File: config.mk
export PLATFORM = sky130hd
export DESIGN_NAME = branch_hazard_ctrl_flat
export DESIGN_NICKNAME = d
export VERILOG_FILES = /design/src/rtl/branch_hazard_ctrl_if.sv /design/src/rtl/branch_hazard_ctrl.sv /design/src/flat_wrapper.sv
export SDC_FILE = /design/constraint.sdc
export NUM_CORES = 1
export LEC_CHECK = 0
export ABC_AREA = 1
export BUFFER_PORTS_ARGS = -buffer_cell sky130_fd_sc_hd__buf_2
export CORE_ASPECT_RATIO = 0.5
export CORE_UTILIZATION = 50
export CTS_CLUSTER_SIZE = 40
export DETAILED_ROUTE_END_ITERATION = 6
export PLACE_DENSITY_LB_ADDON = 0.05
export SYNTH_ARGS = -nofsm -noshare
export SYNTH_HDL_FRONTEND = slang
export SYNTH_SLANG_ARGS = --single-unit
File: constraint.sdc
create_clock -name clk -period 3.04 [get_ports clk]
set_clock_uncertainty 0.1 [all_clocks]
set_input_delay 0.304 -clock clk [delete_from_list [all_inputs] [get_ports clk]]
set_output_delay 0.304 -clock clk [all_outputs]
set_load 0.05 [all_outputs]
File: src/rtl/branch_hazard_ctrl_if.sv
// ---------------------------------------------------------------------------
// branch_hazard_ctrl_if
//
// Groups the branch hazard controller's pipeline-facing signals into one
// bundle. Signal names keep their i_/o_ prefixes so each one reads as seen
// from the controller.
//
//   ID stage      : i_valid_id, i_op, i_funct, i_rs_addr, i_rt_addr, i_taken
//   EX producer   : i_ex_reg_write, i_ex_mem_read, i_ex_rd_addr
//   MEM producer  : i_mem_mem_read, i_mem_rd_addr
//   debug         : i_halt
//   controls      : o_stall_pc, o_stall_if_id, o_bubble_id_ex, o_flush_if_id,
//                   o_branch_commit, o_busy
//   perf counter  : o_stall_cycles
//
// Modports:
//   master - the pipeline side. It drives the i_* signals and reads the o_* signals.
//   slave  - the controller side. It reads the i_* signals and drives the o_* signals.
// ---------------------------------------------------------------------------
interface branch_hazard_ctrl_if #(
    parameter int CNT_W  = 16,
    parameter int NB_OP  = 6,
    parameter int NB_REG = 5
);
    logic              i_valid_id;
    logic [NB_OP-1:0]  i_op;
    logic [NB_OP-1:0]  i_funct;
    logic [NB_REG-1:0] i_rs_addr;
    logic [NB_REG-1:0] i_rt_addr;
    logic              i_ex_reg_write;
    logic              i_ex_mem_read;
    logic [NB_REG-1:0] i_ex_rd_addr;
    logic              i_mem_mem_read;
    logic [NB_REG-1:0] i_mem_rd_addr;
    logic              i_taken;
    logic              i_halt;

    logic              o_stall_pc;
    logic              o_stall_if_id;
    logic              o_bubble_id_ex;
    logic              o_flush_if_id;
    logic              o_branch_commit;
    logic              o_busy;
    logic [CNT_W-1:0]  o_stall_cycles;

    modport master (
        output i_valid_id, i_op, i_funct, i_rs_addr, i_rt_addr,
               i_ex_reg_write, i_ex_mem_read, i_ex_rd_addr,
               i_mem_mem_read, i_mem_rd_addr, i_taken, i_halt,
        input  o_stall_pc, o_stall_if_id, o_bubble_id_ex, o_flush_if_id,
               o_branch_commit, o_busy, o_stall_cycles
    );

    modport slave (
        input  i_valid_id, i_op, i_funct, i_rs_addr, i_rt_addr,
               i_ex_reg_write, i_ex_mem_read, i_ex_rd_addr,
               i_mem_mem_read, i_mem_rd_addr, i_taken, i_halt,
        output o_stall_pc, o_stall_if_id, o_bubble_id_ex, o_flush_if_id,
               o_branch_commit, o_busy, o_stall_cycles
    );
endinterface

File: src/rtl/branch_hazard_ctrl.sv
// ---------------------------------------------------------------------------
// branch_hazard_ctrl
//
// Controls ID-stage branch and jump resolution in a 5-stage MIPS pipeline.
// A branch-class instruction (BEQ, BNE, JR, JALR, J, JAL) in ID may read a
// register that the instruction in EX or MEM has not produced yet. When that
// happens, the controller holds PC and IF/ID and feeds bubbles into ID/EX
// until forwarding can supply the operands. It then commits the branch and
// squashes IF/ID if the branch is taken. A saturating counter records the
// total number of branch stall cycles for the debug unit.
//
// Ports:
//   clk  - rising-edge clock
//   rst  - synchronous reset, active-high
//   bus  - branch_hazard_ctrl_if.slave. It carries the ID, EX and MEM
//          stage information, the halt input, and all control outputs.
//
// Control outputs are Mealy: they depend on the FSM state and the current
// inputs. The FSM state, the stall down-counter and the performance counter
// are the only registers.
// ---------------------------------------------------------------------------
module branch_hazard_ctrl #(
    parameter int CNT_W  = 16,
    parameter int NB_OP  = 6,
    parameter int NB_REG = 5
) (
    input  logic                  clk,
    input  logic                  rst,
    branch_hazard_ctrl_if.slave   bus
);

    localparam logic [NB_OP-1:0] OP_SPECIAL = NB_OP'(6'b000000);
    localparam logic [NB_OP-1:0] OP_J       = NB_OP'(6'b000010);
    localparam logic [NB_OP-1:0] OP_JAL     = NB_OP'(6'b000011);
    localparam logic [NB_OP-1:0] OP_BEQ     = NB_OP'(6'b000100);
    localparam logic [NB_OP-1:0] OP_BNE     = NB_OP'(6'b000101);
    localparam logic [NB_OP-1:0] FN_JR      = NB_OP'(6'b001000);
    localparam logic [NB_OP-1:0] FN_JALR    = NB_OP'(6'b001001);

    typedef enum logic [1:0] {
        IDLE    = 2'd0,
        STALL   = 2'd1,
        RESOLVE = 2'd2
    } state_t;

    state_t           state, state_n;
    logic [1:0]       cnt, cnt_n;
    logic [CNT_W-1:0] stall_cycles;

    logic       is_branch, use_rs, use_rt;
    logic       ex_src, mem_src;
    logic [1:0] need;
    logic       stall, commit, flush;

    // A source register matches a producer only if it is not r0. Writes to r0
    // are discarded, so r0 never creates a dependency.
    function automatic logic reg_hit(input logic [NB_REG-1:0] src,
                                     input logic [NB_REG-1:0] dst);
        return (src == dst) && (src != '0);
    endfunction

    // Branch-class decode. It reports which source operands the instruction
    // reads during ID.
    always_comb begin
        // NOTE: every signal assigned in a combinational block gets a default
        // first. If any path leaves a signal unassigned, a latch is inferred.
        is_branch = 1'b0;
        use_rs    = 1'b0;
        use_rt    = 1'b0;
        case (bus.i_op)
            OP_BEQ, OP_BNE: begin
                is_branch = 1'b1;
                use_rs    = 1'b1;
                use_rt    = 1'b1;
            end
            OP_J, OP_JAL: begin
                is_branch = 1'b1;
            end
            OP_SPECIAL: begin
                if (bus.i_funct == FN_JR || bus.i_funct == FN_JALR) begin
                    is_branch = 1'b1;
                    use_rs    = 1'b1;
                end
            end
            default: ;
        endcase
    end

    // Number of stall cycles needed before forwarding can supply the operands.
    // A load in EX returns its data two cycles later. An ALU result in EX, or
    // a load in MEM, is available one cycle later.
    always_comb begin
        ex_src  = (use_rs && reg_hit(bus.i_rs_addr, bus.i_ex_rd_addr)) ||
                  (use_rt && reg_hit(bus.i_rt_addr, bus.i_ex_rd_addr));
        mem_src = (use_rs && reg_hit(bus.i_rs_addr, bus.i_mem_rd_addr)) ||
                  (use_rt && reg_hit(bus.i_rt_addr, bus.i_mem_rd_addr));
        need    = 2'd0;
        if (ex_src && bus.i_ex_mem_read) begin
            need = 2'd2;
        end else if ((ex_src && bus.i_ex_reg_write) ||
                     (mem_src && bus.i_mem_mem_read)) begin
            need = 2'd1;
        end
    end

    // Next-state and Mealy output logic. Halt and reset both freeze the
    // sequence and hold the controls low. No action is taken in that case.
    always_comb begin
        state_n = state;
        cnt_n   = cnt;
        stall   = 1'b0;
        commit  = 1'b0;
        flush   = 1'b0;
        if (!rst && !bus.i_halt) begin
            case (state)
                IDLE: begin
                    if (bus.i_valid_id && is_branch) begin
                        case (need)
                            2'd0: begin
                                commit = 1'b1;
                                flush  = bus.i_taken;
                            end
                            2'd1: begin
                                stall   = 1'b1;
                                state_n = RESOLVE;
                            end
                            default: begin
                                stall   = 1'b1;
                                cnt_n   = 2'd1;
                                state_n = STALL;
                            end
                        endcase
                    end
                end
                STALL: begin
                    stall = 1'b1;
                    cnt_n = cnt - 2'd1;
                    if (cnt == 2'd1) begin
                        state_n = RESOLVE;
                    end
                end
                RESOLVE: begin
                    // Forwarding now covers the operands, so the hazard is
                    // not checked again here.
                    commit  = 1'b1;
                    flush   = bus.i_taken;
                    state_n = IDLE;
                end
                default: begin
                    state_n = IDLE;
                end
            endcase
        end
    end

    always_ff @(posedge clk) begin
        // NOTE: this reset is synchronous. It is sampled only on the clock
        // edge, so it must be held high across at least one rising edge.
        if (rst) begin
            // NOTE: sequential state uses non-blocking assignments. All
            // registers then update together from values sampled before the
            // clock edge.
            state        <= IDLE;
            cnt          <= 2'd0;
            stall_cycles <= '0;
        end else if (!bus.i_halt) begin
            state <= state_n;
            cnt   <= cnt_n;
            if (stall && (stall_cycles != {CNT_W{1'b1}})) begin
                stall_cycles <= stall_cycles + 1'b1;
            end
        end
    end

    assign bus.o_stall_pc      = stall;
    assign bus.o_stall_if_id   = stall;
    assign bus.o_bubble_id_ex  = stall;
    assign bus.o_flush_if_id   = flush;
    assign bus.o_branch_commit = commit;
    assign bus.o_busy          = !rst && (state != IDLE);
    assign bus.o_stall_cycles  = stall_cycles;

endmodule

File: src/flat_wrapper.sv
// flat-port wrapper written by rule: the top's interface ports become plain ports
module branch_hazard_ctrl_flat 
#(
    parameter int CNT_W  = 16,
    parameter int NB_OP  = 6,
    parameter int NB_REG = 5
)
  (clk, rst, bus_i_valid_id, bus_i_op, bus_i_funct, bus_i_rs_addr, bus_i_rt_addr, bus_i_ex_reg_write, bus_i_ex_mem_read, bus_i_ex_rd_addr, bus_i_mem_mem_read, bus_i_mem_rd_addr, bus_i_taken, bus_i_halt, bus_o_stall_pc, bus_o_stall_if_id, bus_o_bubble_id_ex, bus_o_flush_if_id, bus_o_branch_commit, bus_o_busy, bus_o_stall_cycles);
  branch_hazard_ctrl_if #(.CNT_W(CNT_W), .NB_OP(NB_OP), .NB_REG(NB_REG)) bus_i ();
  input  logic clk;
  input  logic rst;
  input wire logic [$bits(bus_i.i_valid_id)-1:0] bus_i_valid_id;
  input wire logic [$bits(bus_i.i_op)-1:0] bus_i_op;
  input wire logic [$bits(bus_i.i_funct)-1:0] bus_i_funct;
  input wire logic [$bits(bus_i.i_rs_addr)-1:0] bus_i_rs_addr;
  input wire logic [$bits(bus_i.i_rt_addr)-1:0] bus_i_rt_addr;
  input wire logic [$bits(bus_i.i_ex_reg_write)-1:0] bus_i_ex_reg_write;
  input wire logic [$bits(bus_i.i_ex_mem_read)-1:0] bus_i_ex_mem_read;
  input wire logic [$bits(bus_i.i_ex_rd_addr)-1:0] bus_i_ex_rd_addr;
  input wire logic [$bits(bus_i.i_mem_mem_read)-1:0] bus_i_mem_mem_read;
  input wire logic [$bits(bus_i.i_mem_rd_addr)-1:0] bus_i_mem_rd_addr;
  input wire logic [$bits(bus_i.i_taken)-1:0] bus_i_taken;
  input wire logic [$bits(bus_i.i_halt)-1:0] bus_i_halt;
  output wire logic [$bits(bus_i.o_stall_pc)-1:0] bus_o_stall_pc;
  output wire logic [$bits(bus_i.o_stall_if_id)-1:0] bus_o_stall_if_id;
  output wire logic [$bits(bus_i.o_bubble_id_ex)-1:0] bus_o_bubble_id_ex;
  output wire logic [$bits(bus_i.o_flush_if_id)-1:0] bus_o_flush_if_id;
  output wire logic [$bits(bus_i.o_branch_commit)-1:0] bus_o_branch_commit;
  output wire logic [$bits(bus_i.o_busy)-1:0] bus_o_busy;
  output wire logic [$bits(bus_i.o_stall_cycles)-1:0] bus_o_stall_cycles;
  assign bus_i.i_valid_id = bus_i_valid_id;
  assign bus_i.i_op = bus_i_op;
  assign bus_i.i_funct = bus_i_funct;
  assign bus_i.i_rs_addr = bus_i_rs_addr;
  assign bus_i.i_rt_addr = bus_i_rt_addr;
  assign bus_i.i_ex_reg_write = bus_i_ex_reg_write;
  assign bus_i.i_ex_mem_read = bus_i_ex_mem_read;
  assign bus_i.i_ex_rd_addr = bus_i_ex_rd_addr;
  assign bus_i.i_mem_mem_read = bus_i_mem_mem_read;
  assign bus_i.i_mem_rd_addr = bus_i_mem_rd_addr;
  assign bus_i.i_taken = bus_i_taken;
  assign bus_i.i_halt = bus_i_halt;
  assign bus_o_stall_pc = bus_i.o_stall_pc;
  assign bus_o_stall_if_id = bus_i.o_stall_if_id;
  assign bus_o_bubble_id_ex = bus_i.o_bubble_id_ex;
  assign bus_o_flush_if_id = bus_i.o_flush_if_id;
  assign bus_o_branch_commit = bus_i.o_branch_commit;
  assign bus_o_busy = bus_i.o_busy;
  assign bus_o_stall_cycles = bus_i.o_stall_cycles;
  branch_hazard_ctrl #(.CNT_W(CNT_W), .NB_OP(NB_OP), .NB_REG(NB_REG)) u_core (.clk(clk), .rst(rst), .bus(bus_i));
endmodule
=== Word-level counts from Yosys, hierarchy flattened ===
Index checks and enable logic that the tools add are counted.

* Flip-flop bits (word level): 20
* Logic and storage cells: 84
* Bits in read-only memories: 0
* Memories: 0
* Bits in writable memories: 0
* Bits in latches: 0

* $add $sub $neg: 2
* Magnitude comparators: 0
* Mux-type cells: 25
* Multiply operators: 0
* Shift operators: 0
* Bitwise logic cells: 1
* Divide/modulo/power cells: 0
* Equal/unequal tests: 19
* Reduce and logical (&&, ||, !) cells: 34

{| class="wikitable"
|+ Operators by type and width
! kind !! count
|-
| $eq A5 B5 Y1 || 4
|-
| $add A16 B1 Y16 const B || 1
|-
| $ne A16 B16 Y1 const B || 1
|-
| $logic_and A1 B1 Y1 || 15
|-
| $eq A6 B2 Y1 const B || 2
|-
| $eq A6 B3 Y1 const B || 2
|-
| $eq A6 B4 Y1 const B || 2
|-
| $mux W1 || 12
|-
| $pmux W2 S2 || 3
|-
| $mux W2 || 5
|-
| $pmux W1 S2 || 5
|-
| $reduce_and A5 Y1 || 2
|-
| $reduce_bool A5 Y1 || 2
|-
| $eq A2 B1 Y1 const B || 3
|-
| $logic_not A6 Y1 || 1
|-
| $logic_not A2 Y1 || 2
|-
| $logic_or A1 B1 Y1 || 4
|-
| $ne A2 B1 Y1 const B || 2
|-
| $ne A2 B2 Y1 const B || 2
|-
| $reduce_bool A2 Y1 || 2
|-
| $reduce_or A2 Y1 || 2
|-
| $reduce_or A4 Y1 || 1
|-
| $eq A2 B2 Y1 const B || 1
|-
| $logic_not A1 Y1 || 2
|-
| other kinds (3) || 3
|}

=== Depth between registers and ports, before layout ===
Gate-level depths: netlist of run 1.

* Depth after elaboration: 17
* Mapped depth: 16
* Depth with buffers taken out: 16

=== Worst setup path before layout of run 1 ===
Ideal clock, no wire load.

* Path kind: in2out
* Start: input port bus_i_funct[1]
* End: output port bus_o_stall_if_id
* Data arrival time: 2303 ps
* Slack: 333 ps
* Path buffers: 1
* Stages: 11
* Cell sequence: or2_0 > nor2_1 > nand3_1 > nand2_1 > nand2_1 > nand2_2 > nand2_1 > nand3_2 > nand2_2 > a21oi_1 > buf_4

* Word-level cells in the longest chain between the ends: 15
* Elaborated cells between the ends (all ways): 22
* Classes of those cells: eq/ne (2); mux (9); reduce/logical (11)

{| class="wikitable"
|+ Ends and longest elaborated chain
! item !! RTL line !! text
|-
| from (decl) || flat_wrapper.sv:14 || <nowiki>input wire logic [$bits(bus_i.i_funct)-1:0] bus_i_funct;</nowiki>
|-
| $eq A6 B4 Y1 || branch_hazard_ctrl.sv:80 || <nowiki>if (bus.i_funct == FN_JR || bus.i_funct == FN_JALR) begin</nowiki>
|-
| $logic_or A1 B1 Y1 (*) || branch_hazard_ctrl.sv:80 ||
|-
| $mux W1 (*) || branch_hazard_ctrl.sv:80 ||
|-
| $pmux W1 S2 || branch_hazard_ctrl.sv:70 || <nowiki>case (bus.i_op)</nowiki>
|-
| $logic_and A1 B1 Y1, on equally long branches || branch_hazard_ctrl.sv:93, branch_hazard_ctrl.sv:95 ||
|-
| $logic_or A1 B1 Y1, on equally long branches || branch_hazard_ctrl.sv:93, branch_hazard_ctrl.sv:95 ||
|-
| $logic_and A1 B1 Y1, on equally long branches || branch_hazard_ctrl.sv:100, branch_hazard_ctrl.sv:101 ||
|-
| $logic_or A1 B1 Y1 || branch_hazard_ctrl.sv:100 || <nowiki>end else if ((ex_src && bus.i_ex_reg_write) ||</nowiki>
|-
| $mux W1 || branch_hazard_ctrl.sv:100 ||
|-
| $mux W2 || branch_hazard_ctrl.sv:98 || <nowiki>if (ex_src && bus.i_ex_mem_read) begin</nowiki>
|-
| $logic_not A2 Y1 || branch_hazard_ctrl.sv:118 || <nowiki>case (need)</nowiki>
|-
| $mux W1 || branch_hazard_ctrl.sv:118 ||
|-
| $mux W1 (*) || branch_hazard_ctrl.sv:117 || <nowiki>if (bus.i_valid_id && is_branch) begin</nowiki>
|-
| $pmux W1 S2 (*) || branch_hazard_ctrl.sv:115 || <nowiki>case (state)</nowiki>
|-
| $mux W1 (*) || branch_hazard_ctrl.sv:114 || <nowiki>if (!rst && !bus.i_halt) begin</nowiki>
|-
| to (decl) || flat_wrapper.sv:25 || <nowiki>output wire logic [$bits(bus_i.o_stall_if_id)-1:0] bus_o_stall_if_id;</nowiki>
|}

Every way passes the cells marked *; elsewhere a longest branch is shown, timed or not.

=== Worst setup path in the final report of run 1 ===
* Start: input port bus_i_funct[1]
* End: output port bus_o_bubble_id_ex

* Word-level cells in the longest chain between the ends: 15
* Elaborated cells between the ends (all ways): 22
* Classes of those cells: eq/ne (2); mux (9); reduce/logical (11)

{| class="wikitable"
|+ Ends and longest elaborated chain
! item !! RTL line !! text
|-
| $eq A6 B4 Y1 || branch_hazard_ctrl.sv:80 ||
|-
| $logic_or A1 B1 Y1 (*) || branch_hazard_ctrl.sv:80 ||
|-
| $mux W1 (*) || branch_hazard_ctrl.sv:80 ||
|-
| $pmux W1 S2 || branch_hazard_ctrl.sv:70 ||
|-
| $logic_and A1 B1 Y1, on equally long branches || branch_hazard_ctrl.sv:93, branch_hazard_ctrl.sv:95 ||
|-
| $logic_or A1 B1 Y1, on equally long branches || branch_hazard_ctrl.sv:93, branch_hazard_ctrl.sv:95 ||
|-
| $logic_and A1 B1 Y1, on equally long branches || branch_hazard_ctrl.sv:100, branch_hazard_ctrl.sv:101 ||
|-
| $logic_or A1 B1 Y1 || branch_hazard_ctrl.sv:100 ||
|-
| $mux W1 || branch_hazard_ctrl.sv:100 ||
|-
| $mux W2 || branch_hazard_ctrl.sv:98 ||
|-
| $logic_not A2 Y1 || branch_hazard_ctrl.sv:118 ||
|-
| $mux W1 || branch_hazard_ctrl.sv:118 ||
|-
| $mux W1 (*) || branch_hazard_ctrl.sv:117 ||
|-
| $pmux W1 S2 (*) || branch_hazard_ctrl.sv:115 ||
|-
| $mux W1 (*) || branch_hazard_ctrl.sv:114 ||
|-
| to (decl) || flat_wrapper.sv:26 || <nowiki>output wire logic [$bits(bus_i.o_bubble_id_ex)-1:0] bus_o_bubble_id_ex;</nowiki>
|}

Marked as above.

==> qor.yml, run 1 <==
critical_path:
  reg2reg_depth: 10
  crit_slowest_cell: "buf_2"
  regToRegSetupSlack_ns: 0.80
  criticalPathCategory: "in -> out"
  path_common_cell: "nand2_1"
  cpPeakStageDelay_ns: 0.33
  rr_endpoint: "u_core.bus.o_stall_cycles[0]$_SDFFE_PP0P_"
  critPathLaunchType: "input port"
  crit_path_end: "bus_o_bubble_id_ex"
  worstPathArrival_ns: 1.84
  end_kind: "output pin"
  crit_path_start: "bus_i_funct[1]"
  required_ns: 2.64
  crit_fanout: 4
  reg2reg_from: "u_core.bus.o_stall_cycles[0]$_SDFFE_PP0P_"
  crit_chain: "buf_2 > or2_0 > nor2_1 > nand3_1 > nand2_1 > nand2_1 > nand2_2 > nand2_1 > nand3_2 > nand2_2 > a21oi_1 > buf_2"
drt:
  drt_wl_total_microns: 4120
  drt-initial-drc-count: 75
  firstDrtPassIters: 4
  wire_per_inst_microns: 10.5
  ant_nets: 0
  drc: 0
  vias_per_cell: 5.04
  via_count: 1972
timing:
  setup_viol: 0
  maxSlewHeadroom_pct: 76.1
  worst_pin_slew_ns: 0.358
  max_freq_mhz: 445
  post-route-min-period_ns: 2.25
  setup_tns_ns: 0
  fin_ws_ns: 0.794
  drv_slew: 0
  whs_ns: 0.260
  rsz0062_at_grt: "no"
  fin_crit_sh_pct: 73.9
  finalHoldViolCount: 0
clocking:
  htreeDepth: 1
  path_clk_slew_ns: 0.07
  cts-root-buf: "clkbuf_8"
  insertion_delay_ns: 0.26
  cts.sinks: 20
  cts_buffers: 3
  cts_tree: "yes"
  post_cts_buffers: 0
  cts_resized: 0
  postCtsHoldBufs: 0
  cts.path.max_buffers: 2
floorplan:
  num_io_pins: 62
  die_x_microns: 85.5
  design.core.area_sq_um: 3150
  start_util_pct: 55.3
  die_area_sq_um: 3740
  row_count: 14
  fp.dieH_microns: 43.8
layout:
  syn2layout_area_growth_pct: 19.5
  final_core_util_pct: 66.0
  nets: 395
  fin_cells: 391
  drive_gt1_share_pct: 21.1
  diodes: 0
  final_cell_area_sq_um: 2080
power_and_ir_drop:
  vdd_drop_max_v: 0.000162
  power_mw: 0.525
  leakage_nw: 1.08
  power.density_nw_per_um2: 252
place:
  port_buffers: 60
  dpl_cell_area_sq_um: 2040
  pre_cts_slack_ns: 0.796
  hpwlAfterDp_microns: 3210
  gp_congestion: 0.882
  dp_cells: 388
grt:
  track_usage_pct: 23.5
  grt_max_degree: 21
  grt_pass1_vias: 1719
  grt_pass1_wl_microns: 7060
  grt_antenna_before_repair: 0
  grt_overflow: 0
worst_hold_path:
  hold_depth: 3
  hold_class: "in -> reg"
synthesis:
  synth-seq-area-share_pct: 23.0
  yosysUniqueCellTypes: 25
  syn-instance-count: 296
  synth_nets: 338
  synth_area_sq_um: 1740
  yosys_register_bits: 20
  synth.avg_cell_area_sq_um: 5.89
  ys_warn_count: 0
outcome:
  status: "complete, no violations"
flow_run:
  cap_violations: 0
-- metal layers --
layer | track usage (%) | vias up | wire length (microns)
met1 | 29.6 | 858 | 1900
met5 | 0 | - | 0
met4 | 4.00 | 0 | 8
li1 | - | 1039 | -
met3 | 6.10 | 2 | 312
met2 | 41.9 | 73 | 1900
-- worst min path at each step --
stage                                          start                            to  slack, ns
after floorplan           u_core.cnt[0]$_SDFFE_PP0P_    u_core.cnt[0]$_SDFFE_PP0P_       0.34
after global routing                      bus_i_halt  u_core.state[1]$_SDFFE_PP0P_       0.27
after CTS                                 bus_i_halt  u_core.state[1]$_SDFFE_PP0P_       0.25
after global placement    u_core.cnt[0]$_SDFFE_PP0P_    u_core.cnt[0]$_SDFFE_PP0P_       0.36
final                                     bus_i_halt  u_core.state[1]$_SDFFE_PP0P_       0.26
after detailed placement  u_core.cnt[0]$_SDFFE_PP0P_    u_core.cnt[0]$_SDFFE_PP0P_       0.36
-- critical path, delay by kind of cell --
family / cells / cell delay (ns)
and+or+nand+nor: 9 / 0.84
buffers and inverters: 2 / 0.42
AOI/OAI and AO/OA: 1 / 0.27
-- area by class of cell --
type | count | area, sq um
Clock buffer | 3 | 41.3
Fill cell | 313 | 1070
Inverter | 47 | 176
Multi-Input combinational cell | 220 | 1110
Sequential cell | 20 | 400
Tap cell | 40 | 50.0
Timing Repair Buffer | 61 | 308
-- placed cells by master (no fill, tap or decap) --
| master | n |
|---|---|
| buf_2 | 60 |
| o21ai_0 | 6 |
| a31oi_1 | 1 |
| nand3_1 | 15 |
| nand2_1 | 86 |
| or2_0 | 1 |
| nor2_2 | 2 |
| xor2_1 | 14 |
| nand2_4 | 1 |
| nor3_2 | 1 |
| ha_1 | 2 |
| nand4_1 | 18 |
| nor2_1 | 33 |
| nand2_2 | 4 |
| nand3_4 | 1 |
| xnor2_1 | 6 |
| nor3_1 | 7 |
| a21oi_1 | 20 |
| dfxtp_1 | 20 |
| inv_1 | 47 |
| clkbuf_8 | 3 |
| nand3_2 | 1 |
| buf_4 | 1 |
| o211ai_1 | 1 |
-- flip-flops by register name, indices dropped and copies added (netlist names) --
name / flops
u_core.bus.o_stall_cycles: 16
u_core.state: 2
u_core.cnt: 2
-- cell families (layout without fill, tap and decap cells) --
logic type / Yosys count / after routing / share of synthesized area (%)
AOI/OAI and AO/OA: 28 / 28 / 8.26
buffers and inverters: 56 / 111 / 13.6
and+or+nand+nor: 170 / 170 / 43.7
adders and majority gates: 2 / 2 / 1.44
DFF: 20 / 20 / 23.0
xor gates and xnor gates: 20 / 20 / 10.1
-- Yosys cell counts --
cell type  instances  area [sq um]
ha_1               2          25.0
nand3_2            1          10.0
xnor2_1            6          52.6
or2_0              1          6.26
nand2_4            1          11.3
a21oi_1           20           100
inv_1             47           176
nand4_1           18           113
nor2_2             2          12.5
buf_2              3          15.0
buf_4              2          15.0
nand3_4            1          17.5
nor3_2             1          10.0
nand2_1           86           323
nand2_2            4          25.0
nor2_1            33           124
nand3_1           15          75.1
o21ai_0            6          30.0
dfxtp_1           20           400
nor3_1             7          35.0
buf_6              2          22.5
clkbuf_1           2          7.51
xor2_1            14           123
a31oi_1            1          6.26
o211ai_1           1          7.51
-- report_power, final --
part	switching [mW]	total, mW	internal, mW
Sequential	0.00000360	0.262	0.262
Clock	0.0867	0.175	0.0883
Combinational	0.0503	0.0879	0.0375
No activity file was read; power rests on OpenSTA's default activity.
==> run 2: changes to the inputs <==
==> constraint.sdc (replaced) <==
create_clock -name clk -period 2.25 [get_ports clk]
set_clock_uncertainty 0.1 [all_clocks]
set_input_delay 0.225 -clock clk [delete_from_list [all_inputs] [get_ports clk]]
set_output_delay 0.225 -clock clk [all_outputs]
set_load 0.05 [all_outputs]
==> run 2 against run 1 <==
Effect of this change: via count up 0.61%; setup slack got worse by 0.54 ns; first-iteration DRC count increased by 13%; worst hold slack got worse by 0.064 ns; sequential share of layout area shrank 0.36 points; total power up 43%; cell count grew 1.0%; cell area is 1.9% higher; largest cell class unchanged; wire length increased by 2.0%; core utilization increased by 1.3 points; sequential power up 35%; count of clock-buffer cells in the layout is 1 higher.
==> qor.yml, run 2 (same netlist as run 1, synthesis figures left out) <==
floorplan:
  die_area_sq_um: 3740
  fp.dieH_microns: 43.8
  row_count: 14
  start_util_pct: 55.3
  design.core.area_sq_um: 3150
  num_io_pins: 62
  die_x_microns: 85.5
critical_path:
  critPathBufInv: 2
  cpPeakStageDelay_ns: 0.30
  required_ns: 1.92
  rr_endpoint: "u_core.bus.o_stall_cycles[0]$_SDFFE_PP0P_"
  end_kind: "output pin"
  reg2reg_depth: 10
  critPathLaunchType: "input port"
  crit_fanout: 4
  path_depth: 10
  reg2reg_from: "u_core.bus.o_stall_cycles[0]$_SDFFE_PP0P_"
  crit_slowest_cell: "buf_2"
  criticalPathCategory: "in -> out"
  regToRegSetupSlack_ns: 0.38
  crit_family: "simple AND/OR/NAND/NOR gates"
  crit_chain: "buf_2 > or2_0 > nor2_1 > nand3_1 > nand2_1 > o21ai_0 > nor2_1 > nand2_2 > a21oi_2 > buf_2"
  worstPathArrival_ns: 1.67
power_and_ir_drop:
  power_mw: 0.753
  power.density_nw_per_um2: 355
  vdd_drop_max_v: 0.000246
  leakage_nw: 1.11
clocking:
  htreeDepth: 1
  insertion_delay_ns: 0.26
  path_clk_slew_ns: 0.08
  cts_resized: 0
  cts-root-buf: "clkbuf_8"
  cts.sinks: 20
  cts_buffers: 3
  cts.path.max_buffers: 2
  postCtsHoldBufs: 0
  cts_tree: "yes"
  post_cts_buffers: 0
grt:
  grt_pass1_vias: 1784
  grt_pass1_wl_microns: 7310
  grt_antenna_before_repair: 0
  grt_max_degree: 21
  track_usage_pct: 24.5
  grt_overflow: 0
layout:
  nets: 398
  syn2layout_area_growth_pct: 21.8
  final_common_cell: "nand2_1"
  drive_gt1_share_pct: 22.3
  final_cell_area_sq_um: 2120
  diodes: 0
  final_core_util_pct: 67.3
  final_cell_mix: "nand2_1 (86), buf_2 (60), inv_1 (47)"
  largest_reg_flops: 16
  fin_cells: 395
drt:
  wire_per_inst_microns: 10.6
  drt-initial-drc-count: 85
  firstDrtPassIters: 4
  drt_wl_total_microns: 4200
  ant_nets: 0
  drc: 0
  via_count: 1984
  vias_per_cell: 5.02
worst_hold_path:
  hold_depth: 3
  hold_class: "in -> reg"
  min_to: "u_core.state[1]$_SDFFE_PP0P_"
  min_from: "bus_i_halt"
flow_run:
  cap_violations: 0
outcome:
  status: "complete, no violations"
timing:
  finalHoldViolCount: 0
  worst_pin_slew_ns: 0.342
  max_freq_mhz: 502
  drv_slew: 0
  rsz0062_at_grt: "no"
  setup_tns_ns: 0
  post-route-min-period_ns: 1.99
  maxSlewHeadroom_pct: 77.0
  setup_viol: 0
  fin_crit_sh_pct: 88.6
place:
  hpwlAfterDp_microns: 3250
  dpl_cell_area_sq_um: 2070
  gp_congestion: 0.859
  port_buffers: 60
  dp_cells: 391
run 2: power breakdown:
| part | switching (mW) | internal (mW) |
|---|---|---|
| registers | 0.00000489 | 0.354 |
| clock network | 0.124 | 0.156 |
| logic | 0.0687 | 0.0507 |
| total | 0.192 | 0.560 |
run 2: worst min-delay path: cells and delay by family:
family,cells,cell delay (ns)
AOI/OAI and AO/OA,2,0.20
buffers and inverters,1,0.09
run 2: how the worst max path moves through the flow:
stage | from | to | slack (ns)
5_1_grt | bus_i_op[5] | bus_o_stall_if_id | 0.009
6_report | bus_i_funct[1] | bus_o_bubble_id_ex | 0.26
3_3_place_gp | bus_i_funct[1] | bus_o_stall_pc | 0.28
3_5_place_dp | bus_i_funct[1] | bus_o_bubble_id_ex | 0.25
2_1_floorplan | bus_i_funct[1] | bus_o_stall_if_id | 0.05
4_1_cts | bus_i_funct[1] | bus_o_bubble_id_ex | 0.24
run 2: per-layer routing:
metal | global-route usage (%) | vias to the layer above | share of wire [%]
met3 | 6.86 | 6 | 6.9
met4 | 7.33 | 0 | 1.4
li1 | - | 1051 | -
met5 | 0 | - | 0
met2 | 44.2 | 72 | 46
met1 | 29.2 | 855 | 46
run 2: cell type report:
| type | count | area [sq um] |
|---|---|---|
| flip-flops and latches | 20 | 400 |
| fillers | 297 | 1030 |
| well taps | 40 | 50.0 |
| multi-input cells | 220 | 1110 |
| clock buffers | 4 | 55.1 |
| inverters | 47 | 176 |
| repair buffers | 64 | 330 |
run 2: metrics by stage:
step | hold slack, ns | setup WS, ns
final | 0.196 | 0.257
after global placement | 0.364 | 0.283
after CTS | 0.196 | 0.243
after detailed placement | 0.365 | 0.247
after floorplan | 0.317 | 0.0465
after global routing | 0.210 | 0.00885
==> run 3: changes to the inputs <==
--- a/config.mk
+++ b/config.mk
@@ -6,7 +6,7 @@
 export NUM_CORES = 1
 export LEC_CHECK = 0
 export ABC_AREA = 1
-export BUFFER_PORTS_ARGS = -buffer_cell sky130_fd_sc_hd__buf_2
+export BUFFER_PORTS_ARGS = -buffer_cell sky130_fd_sc_hd__clkbuf_2
 export CORE_ASPECT_RATIO = 0.5
 export CORE_UTILIZATION = 50
 export CTS_CLUSTER_SIZE = 40
==> run 3 against run 2 <==
Effect of this change: combinational power hardly changed; setup slack lost 0.014 ns; cell area about the same; non-clock buffer count is 2 higher; count of clock-buffer cells in the layout down 1; sequential share of layout area about the same; register-to-register slack got worse by 0.04 ns; critical path type unchanged; wire length fell by 3.7%; critical path depth unchanged.
==> qor.yml, run 3 (same netlist as run 1, synthesis figures left out) <==
clocking:
  cts.sinks: 20
  cts-root-buf: "clkbuf_8"
  htreeDepth: 1
  cts_buffers: 3
  post_cts_buffers: 0
  path_clk_slew_ns: 0.07
  insertion_delay_ns: 0.26
  cts.path.max_buffers: 2
  postCtsHoldBufs: 0
  cts_tree: "yes"
  cts_resized: 0
drt:
  drt_wl_total_microns: 4040
  vias_per_cell: 5.04
  wire_per_inst_microns: 10.2
  firstDrtPassIters: 6
  via_count: 1994
  drt-initial-drc-count: 55
  drc: 0
  ant_nets: 0
critical_path:
  crit_path_end: "bus_o_bubble_id_ex"
  criticalPathCategory: "in -> out"
  cpPeakStageDelay_ns: 0.31
  reg2reg_from: "u_core.bus.o_stall_cycles[1]$_SDFFE_PP0P_"
  crit_fanout: 4
  crit_chain: "clkbuf_2 > or2_0 > nor2_1 > nand3_1 > nand2_1 > o21ai_0 > nor2_1 > nand2_2 > a21oi_2 > clkbuf_2"
  reg2reg_depth: 9
  end_kind: "output pin"
  crit_slowest_cell: "clkbuf_2"
  worstPathArrival_ns: 1.68
  crit_path_start: "bus_i_funct[1]"
  regToRegSetupSlack_ns: 0.34
  rr_endpoint: "u_core.bus.o_stall_cycles[2]$_SDFFE_PP0P_"
  required_ns: 1.92
  critPathLaunchType: "input port"
timing:
  drv_slew: 0
  post-route-min-period_ns: 2.01
  fin_crit_sh_pct: 89.2
  maxSlewHeadroom_pct: 76.6
  worst_pin_slew_ns: 0.348
  fin_ws_ns: 0.242
  rsz0062_at_grt: "no"
  finalHoldViolCount: 0
  max_freq_mhz: 498
  setup_viol: 0
  setup_tns_ns: 0
place:
  pre_cts_slack_ns: 0.217
  dpl_cell_area_sq_um: 2080
  hpwlAfterDp_microns: 3170
  gp_congestion: 0.855
  port_buffers: 60
layout:
  final_cell_mix: "nand2_1 (86), clkbuf_2 (60), inv_1 (47)"
  final_core_util_pct: 67.3
  largest_reg_flops: 16
  nets: 400
  final_common_cell: "nand2_1"
  syn2layout_area_growth_pct: 21.8
  diodes: 0
  fill_cells: 300
  drive_gt1_share_pct: 22.5
  final_cell_area_sq_um: 2120
power_and_ir_drop:
  p_int_mw: 0.525
  sw_frac_of_total_pct: 26.2
  power.density_nw_per_um2: 335
  p_comb_share_pct: 16.9
  leakage_nw: 1.10
  vdd_drop_max_v: 0.000181
  clkPwrFrac_pct: 33.4
  p_sw_mw: 0.187
  seqPwrFrac_pct: 49.7
floorplan:
  row_count: 14
  num_io_pins: 62
  die_x_microns: 85.5
  start_util_pct: 55.3
  fp.dieH_microns: 43.8
  design.core.area_sq_um: 3150
  die_area_sq_um: 3740
worst_hold_path:
  hold_class: "in -> reg"
  hold_depth: 3
grt:
  grt_overflow: 0
  grt_antenna_before_repair: 0
  grt_pass1_vias: 1717
  grt_max_degree: 18
  grt_pass1_wl_microns: 7090
  track_usage_pct: 24.0
outcome:
  status: "complete, no violations"
flow_run:
  cap_violations: 0
run 3: how the worst min path moves through the flow:
stage	slack, ns	startpoint	endpoint
2_1_floorplan	0.32	bus_i_halt	u_core.state[1]$_SDFFE_PP0P_
3_3_place_gp	0.36	u_core.cnt[0]$_SDFFE_PP0P_	u_core.cnt[0]$_SDFFE_PP0P_
3_5_place_dp	0.36	u_core.cnt[0]$_SDFFE_PP0P_	u_core.cnt[0]$_SDFFE_PP0P_
4_1_cts	0.17	bus_i_halt	u_core.state[1]$_SDFFE_PP0P_
5_1_grt	0.19	bus_i_halt	u_core.state[1]$_SDFFE_PP0P_
6_report	0.18	bus_i_halt	u_core.state[1]$_SDFFE_PP0P_
run 3: final cells by class:
| class | count | area [sq um] | area share, % |
|---|---|---|---|
| clock buffers | 3 | 41.3 | 1.94 |
| repair buffers | 66 | 345 | 16.3 |
| multi-input cells | 220 | 1110 | 52.3 |
| inverters | 47 | 176 | 8.31 |
| well taps | 40 | 50.0 | 2.36 |
| flip-flops and latches | 20 | 400 | 18.9 |
run 3: routing by layer:
| metal | track usage, % | vias to the layer above | wire length (microns) |
|---|---|---|---|
| li1 | - | 1058 | - |
| met2 | 43.8 | 56 | 1870 |
| met3 | 5.71 | 2 | 231 |
| met5 | 0 | - | 0 |
| met4 | 5.00 | 0 | 19 |
| met1 | 29.6 | 878 | 1920 |
run 3: critical path, delay by kind of cell:
family	cells	cell delay (ns)
AO/OA/AOI/OAI	2	0.35
buffers and inverters	2	0.39
AND/OR/NAND/NOR	6	0.72
run 3: stage by stage:
| stage | total power, mW | hold slack [ns] | std cells |
|---|---|---|---|
| floorplan | 0.425 | 0.317 | 296 |
| global placement | 0.478 | 0.355 | 393 |
| detailed placement | 0.481 | 0.365 | 393 |
| CTS | 0.718 | 0.173 | 396 |
| global route | 0.753 | 0.191 | 396 |
| finish | 0.712 | 0.181 | 396 |
run 3: power by group through the flow:
stage | Sequential, mW | Clock [mW] | Combinational, mW
global placement | 0.362 | 0 | 0.116
floorplan | 0.362 | 0 | 0.0634
CTS | 0.354 | 0.245 | 0.120
global route | 0.354 | 0.262 | 0.138
detailed placement | 0.362 | 0 | 0.120
finish | 0.354 | 0.238 | 0.120
